**config.mk**
```make
export PLATFORM = sky130hd
export DESIGN_NAME = offset_encoder
export DESIGN_NICKNAME = d
export VERILOG_FILES = /design/src/rtl/offset_encoder_pkg.sv /design/src/rtl/signed_fit_check.sv /design/src/rtl/offset_encoder.sv
export SDC_FILE = /design/constraint.sdc
export NUM_CORES = 1
export LEC_CHECK = 0
export CORE_AREA = 2 2 92 68
export DETAILED_ROUTE_END_ITERATION = 10
export DIE_AREA = 0 0 94 70
export PLACE_DENSITY = 0.75
export SETUP_SLACK_MARGIN = 0.15
export SYNTH_ARGS = -nofsm -noshare
export SYNTH_HDL_FRONTEND = slang
export SYNTH_SLANG_ARGS = --single-unit
```
**constraint.sdc**
```tcl
create_clock -name clk -period 2.3 [get_ports clk]
set_input_delay 0.23 -clock clk [delete_from_list [all_inputs] [get_ports clk]]
set_output_delay 0.23 -clock clk [all_outputs]
set_load 0.01 [all_outputs]
```
**src/rtl/offset_encoder_pkg.sv**
```systemverilog
// Shared ISA constants for branch/jump offset fields, plus the decoder-side
// sign-extend-and-shift helper that turns an encoded field back into a displacement.
package offset_encoder_pkg;

    localparam int ISA_DATA_WIDTH = 16;
    localparam int ISA_MAX_WIDTH  = 12;
    localparam int ISA_MIN_WIDTH  = 8;
    localparam int ISA_SHIFT      = 1;

    function automatic logic [ISA_DATA_WIDTH-1:0] sign_extend_shifter(
        input logic [ISA_DATA_WIDTH-1:0] field,
        input int                        width
    );
        logic [ISA_DATA_WIDTH-1:0] ext;
        ext = field;
        for (int i = 0; i < ISA_DATA_WIDTH; i++) begin
            if (i >= width) ext[i] = field[width-1];
        end
        return ext << ISA_SHIFT;
    endfunction

endpackage

```
**src/rtl/signed_fit_check.sv**
```systemverilog
// Reports whether a signed value survives truncation to FIELD_WIDTH bits.
module signed_fit_check
    import offset_encoder_pkg::*;
#(
    parameter int VALUE_WIDTH = ISA_DATA_WIDTH,
    parameter int FIELD_WIDTH = ISA_MIN_WIDTH
) (
    input  logic [VALUE_WIDTH-1:0] value,
    output logic                   fit
);

    generate
        if (FIELD_WIDTH >= VALUE_WIDTH) begin : g_wide
            assign fit = (value == value);
        end else begin : g_narrow
            logic [VALUE_WIDTH-1:0] ext;
            // A value fits exactly when re-sign-extending its low bits gives it back.
            assign ext = {{(VALUE_WIDTH-FIELD_WIDTH){value[FIELD_WIDTH-1]}}, value[FIELD_WIDTH-1:0]};
            assign fit = (ext == value);
        end
    endgenerate

endmodule

```
**src/rtl/offset_encoder.sv**
```systemverilog
// Two-stage elastic pipeline encoding (target - pc) into long/short offset fields
// with range/alignment flags and a saturating error counter.
module offset_encoder
    import offset_encoder_pkg::*;
#(
    parameter int DATA_IN_MAX_WIDTH = ISA_MAX_WIDTH,
    parameter int DATA_IN_MIN_WIDTH = ISA_MIN_WIDTH,
    parameter int DATA_OUT_WIDTH    = ISA_DATA_WIDTH,
    parameter int SHIFT_AMOUNT      = ISA_SHIFT
) (
    input  logic                         clk,
    input  logic                         rst_n,
    input  logic                         in_valid,
    output logic                         in_ready,
    input  logic [DATA_OUT_WIDTH-1:0]    pc,
    input  logic [DATA_OUT_WIDTH-1:0]    target,
    output logic                         out_valid,
    input  logic                         out_ready,
    output logic [DATA_IN_MAX_WIDTH-1:0] off_max,
    output logic [DATA_IN_MIN_WIDTH-1:0] off_min,
    output logic                         fit_max,
    output logic                         fit_min,
    output logic                         misaligned,
    output logic [7:0]                   err_count
);

    logic                             s1_valid;
    logic [DATA_OUT_WIDTH-1:0]        diff_reg;
    logic                             s2_advance;
    logic signed [DATA_OUT_WIDTH-1:0] s_next;
    logic                             fit_max_next;
    logic                             fit_min_next;
    logic                             misaligned_next;

    // Stage 2 can take new data when empty or emptying this cycle.
    assign s2_advance = !out_valid || out_ready;
    assign in_ready   = !s1_valid || s2_advance;

    assign s_next = $signed(diff_reg) >>> SHIFT_AMOUNT;

    generate
        if (SHIFT_AMOUNT > 0) begin : g_align
            assign misaligned_next = |diff_reg[SHIFT_AMOUNT-1:0];
        end else begin : g_no_align
            assign misaligned_next = 1'b0;
        end
    endgenerate

    signed_fit_check #(
        .VALUE_WIDTH(DATA_OUT_WIDTH),
        .FIELD_WIDTH(DATA_IN_MAX_WIDTH)
    ) u_fit_max (
        .value(s_next),
        .fit  (fit_max_next)
    );

    signed_fit_check #(
        .VALUE_WIDTH(DATA_OUT_WIDTH),
        .FIELD_WIDTH(DATA_IN_MIN_WIDTH)
    ) u_fit_min (
        .value(s_next),
        .fit  (fit_min_next)
    );

    always_ff @(posedge clk or negedge rst_n) begin
        if (!rst_n) begin
            s1_valid <= 1'b0;
            diff_reg <= '0;
        end else if (in_valid && in_ready) begin
            s1_valid <= 1'b1;
            diff_reg <= target - pc;
        end else if (s2_advance) begin
            s1_valid <= 1'b0;
        end
    end

    always_ff @(posedge clk or negedge rst_n) begin
        if (!rst_n) begin
            out_valid  <= 1'b0;
            off_max    <= '0;
            off_min    <= '0;
            fit_max    <= 1'b0;
            fit_min    <= 1'b0;
            misaligned <= 1'b0;
        end else if (s2_advance) begin
            out_valid <= s1_valid;
            if (s1_valid) begin
                off_max    <= s_next[DATA_IN_MAX_WIDTH-1:0];
                off_min    <= s_next[DATA_IN_MIN_WIDTH-1:0];
                fit_max    <= fit_max_next;
                fit_min    <= fit_min_next;
                misaligned <= misaligned_next;
            end
        end
    end

    always_ff @(posedge clk or negedge rst_n) begin
        if (!rst_n) begin
            err_count <= 8'd0;
        end else if (out_valid && out_ready && (!fit_max || misaligned) && (err_count != 8'hFF)) begin
            err_count <= err_count + 8'd1;
        end
    end

endmodule

```
---- Yosys cells after proc, flatten, opt, wreduce, memory -nomap -nowiden ----
Index checks and enable logic that the tools add are counted.
storage, ports and cells
  output and inout bits ................... 33
  bits of input ports ..................... 36
  flip-flop bits (word level) ............. 49
  logic and storage cells ................. 28
operators by class
  muxes and demuxes ....................... 2
  reduce and logical (&&, ||, !) cells .... 12
  equality and inequality tests ........... 3
  $add $sub $neg .......................... 2
operators with widths
  kind                   number
  $sub A16 B16 Y16       1
  $add A8 B1 Y8 const B  1
  $eq A8 B8 Y1           1
  $ne A8 B8 Y1 const B   1
  $eq A4 B4 Y1           1
  $logic_and A1 B1 Y1    4
  $logic_not A1 Y1       3
  $logic_or A1 B1 Y1     3
  $mux W1                2
  $reduce_and A2 Y1      1
  $reduce_bool A2 Y1     1

---- Depth between registers and ports, before layout ----
  depth in word-level cells ............... 5
  depth in mapped cells ................... 8
  gate-level depth less buffers ........... 8

---- Hierarchy ----
Synthesis repeated with hierarchy kept, for this count alone.
second synthesis, totals
  cell total of the unflattened synthesis .. 269
  area total of the unflattened synthesis .. 2612.5 µm²
by module, submodules not included
  module                         seq. area each (µm²)  area each (µm²)  times used  cells an instance
  offset_encoder                 1026.0                2546.2           1           258
  signed_fit_check at u_fit_min  0.0                   42.5             1           8
  signed_fit_check at u_fit_max  0.0                   23.8             1           3

---- Worst setup path before layout ----
Ideal clock, no wire load.
  kind .................................... input-to-reg
  start ................................... in target[0]
  end ..................................... reg diff_reg[12]
  path slack .............................. 0.405 ns
  stages on the path ...................... 8
  data required time ...................... 2.231 ns
  data arrival time ....................... 1.826 ns
  setup time .............................. 0.069 ns
  buffers on the path ..................... 0
  cells stage by stage .................... inv_1 ha_1 fa_1 nand2b_1 a21oi_2 o211ai_1 a2111o_1 nand3_1
on the way
  longest elaborated chain between the ends .. 1
ends and longest elaborated chain
  item                  line                  source
  start, declared       offset_encoder.sv:16  input logic [DATA_OUT_WIDTH-1:0] target,
  $sub A16 B16 Y16      offset_encoder.sv:71  diff_reg <= target - pc;
  end signal, assigned  offset_encoder.sv:71
  end, declared         offset_encoder.sv:28  logic [DATA_OUT_WIDTH-1:0] diff_reg;
No other way between the ends.
A chain may end at the register's enable or synchronous reset.

---- Worst setup path in the final report ----
Same ends and word-level chain as after synthesis.

==> results.yml <==
final_layout:
  fin_util_pct: 58.3
  antennaDiodeCount: 0
  largest_reg_flops: 16
  syn_to_final_growth_pct: 35.2
  fin_cells: 420
  drive_above_1_share_pct: 12.0
  nets: 394
global_route:
  antenna_found_initial: 0
  grt_start_max_net_pins: 42
  globalRoute.totalOverflow: 0
  track_usage_pct: 16.8
  grt_pass1_wl_um: 8850
  grt_pass1_vias: 1932
die:
  initial_core_util_pct: 43.1
  die_y_um: 70
  rows: 24
  io-pin-count: 69
  coreArea_mm2: 0.00586
  die_w_um: 94
  dieArea_mm2: 0.00658
sta:
  setup_viol: 0
  holdWs_ns: 0.0623
  setup-tns-final_ns: 0
  slew_viol_final: 0
  fin_crit_sh_pct: 90.3
  worst_slew_pin_slew_ns: 0.887
  max_freq_mhz: 481
  relSlewSlack_pct: 40.9
  finalClockSkew_ns: 0.00252
  hold_viol_final: 0
  rsz0062_at_grt: "yes"
  fin_crit_ns: 2.08
clock_network:
  clk_pin_slew_worst_paths_ns: 0.07
  clk_latency_ns: 0.29
  cts_made_buffers: 5
  cts_sinks: 41
  htree_levels: 2
  cts_hold_buf: 0
  cts_root_buffer: "clkbuf_8"
  cts_tree: "yes"
  clock_path_buffers: 2
power:
  irDropWorstVdd_v: 0.000319
  power_w: 0.00270
  cellLeakagePower_nw: 1.51
  power_density_mw_per_mm2: 791
outcome:
  status: "completed"
place:
  place_inst: 411
  place_congestion: 0.853
  hpwl_um: 4360
  port_buffers: 68
min_path:
  hp-class: "primary input to async pin"
routing:
  dr.pass1.iters: 4
  via_count: 2159
  drt-wirelength-per-cell_um: 12.9
  viasPerCell: 5.14
  ant_nets: 0
  drt_iter0_markers: 104
  drc: 0
  wl_um: 5420
critical_path:
  endpoint_kind: "register"
  cp_data_arrival_time_ns: 2.30
  startpoint_type: "primary input"
  worst-path-max-fanout: 4
  crit_type: "primary input to register"
  worst_ep_required_time_ns: 2.52
synth:
  ys_warn_count: 0
  synth_top_area_cell: "dfrtp_1"
  synth_area_mm2: 0.00253
  synth_area_leaders: "dfrtp_1 (41%), ha_1 (7.9%), mux2_2 (6.2%)"
  async_flop_share_pct: 100
  postSynthAreaPerCell_um2: 9.29
  synth-edff-count: 0
  ys_seq_elements: 41
  synth_nets: 325
  synth_top_area_share_pct: 40.6
  ys_seq_area_share_pct: 40.6
  yosysUniqueCellTypes: 42
  synthCells: 272
  ys.flop_type: "dfrtp_1"
job:
  cap_violations: 0
==> metrics by stage <==
stage / worst slack [ns] / area [µm²]
after floorplan: 0.405 / 2530
after global placement: -0.0958 / 3270
after detailed placement: -0.159 / 3270
after CTS: 0.152 / 3390
after global routing: 0.130 / 3420
final: 0.223 / 3420
==> cell usage in the layout (no fill, tap or decap), types with 2 or more instances in the layout <==
cell type,instances
nor2_1,15
o31ai_1,4
nand2b_1,6
o21ai_1,2
and3_1,3
nand4_1,7
nand3_1,10
and4_1,3
nand2_1,32
a21oi_2,2
xnor2_1,7
mux2_2,14
inv_1,18
ha_1,15
o2111ai_1,2
a211o_1,2
xor2_1,7
nand3b_1,2
a21oi_1,17
a21o_1,3
dfrtp_1,41
clkdlybuf4s50_1,67
nor4_1,2
or4_1,2
nor3_1,4
buf_4,12
clkbuf_8,6
o211ai_1,2
a211oi_2,2
o21ai_0,17
==> path summary, 6_finish.rpt <==
check / endpoint / from / cells after the start / slack [ns]
worst min-delay path: off_max[4] / rst_n / 1 / 0.06
max in group asynchronous: diff_reg[14] / rst_n / 1 / 1.68
worst min register to register: fit_min / fit_min / 1 / 0.48
min in group clk: fit_min / fit_min / 1 / 0.48
worst max-delay path: diff_reg[12] / target[0] / 9 / 0.22
worst max register to register: err_count[1] / err_count[0] / 4 / 0.68
==> critical path: stages <==
cell and delay, ns:
clkdlybuf4s50_1 0.45, inv_1 0.04, ha_1 0.21, fa_2 0.35
nand2b_4 0.15, a21oi_2 0.16, o211ai_1 0.17, a2111o_1 0.44
nand3_1 0.09
==> layer usage <==
layer | part of all wire, % | wire, µm | vias up | track usage (%)
met4 | 1.2 | 66 | 0 | 5.96
li1 | - | - | 1096 | -
met5 | 0 | 0 | - | 0
met1 | 50 | 2710 | 979 | 24.9
met2 | 44 | 2360 | 76 | 24.8
met3 | 5.3 | 288 | 8 | 2.70
==> synthesized netlist by cell type, types with 2 or more instances <==
master,instances
dfrtp_1,41
nand2_1,32
inv_1,18
a21oi_1,17
o21ai_0,17
ha_1,16
nor2_1,15
mux2_2,14
nand3_1,10
buf_4,8
nand2b_1,7
nand4_1,7
xnor2_1,7
xor2_1,7
buf_2,5
nor3_1,4
o31ai_1,4
a21o_1,3
and3_1,3
and4_1,3
clkbuf_2,3
a211o_1,2
a211oi_1,2
a21oi_2,2
clkbuf_1,2
nand3b_1,2
nor4_1,2
o2111ai_1,2
o211ai_1,2
o21ai_1,2
or4_1,2
==> timing repair <==
item,CTS,global route
pin swaps,1,2
setup endpoints to repair,2,4
gates resized for setup,0,4
setup buffers,0,1
==> where the power goes <==
part | internal (W) | switching [W]
clock | 0.000354 | 0.000235
combinational | 0.000603 | 0.000434
sequential | 0.000916 | 0.000161
total | 0.00187 | 0.000830
==> final cells by class <==
class / instances / area, µm²
flip-flops and latches: 41 / 1030
fillers: 515 / 2440
multi-input cells: 195 / 1340
clock buffers: 7 / 86.3
repair buffers: 80 / 766
well taps: 78 / 97.6
clock inverters: 1 / 30.0
inverters: 18 / 67.6
==> cell families (layout without fill, tap and decap cells) <==
family | after synthesis | after routing | share of synthesized area (%)
muxes | 14 | 14 | 6.24
buffers and inverters | 36 | 106 | 6.93
xor gates and xnor gates | 14 | 14 | 4.85
DFF | 41 | 41 | 40.6
and+or+nand+nor | 89 | 89 | 17.3
AOI/OAI and AO/OA | 61 | 61 | 15.4
adders and majority gates | 17 | 17 | 8.72
No activity file was read; power rests on OpenSTA's default activity.
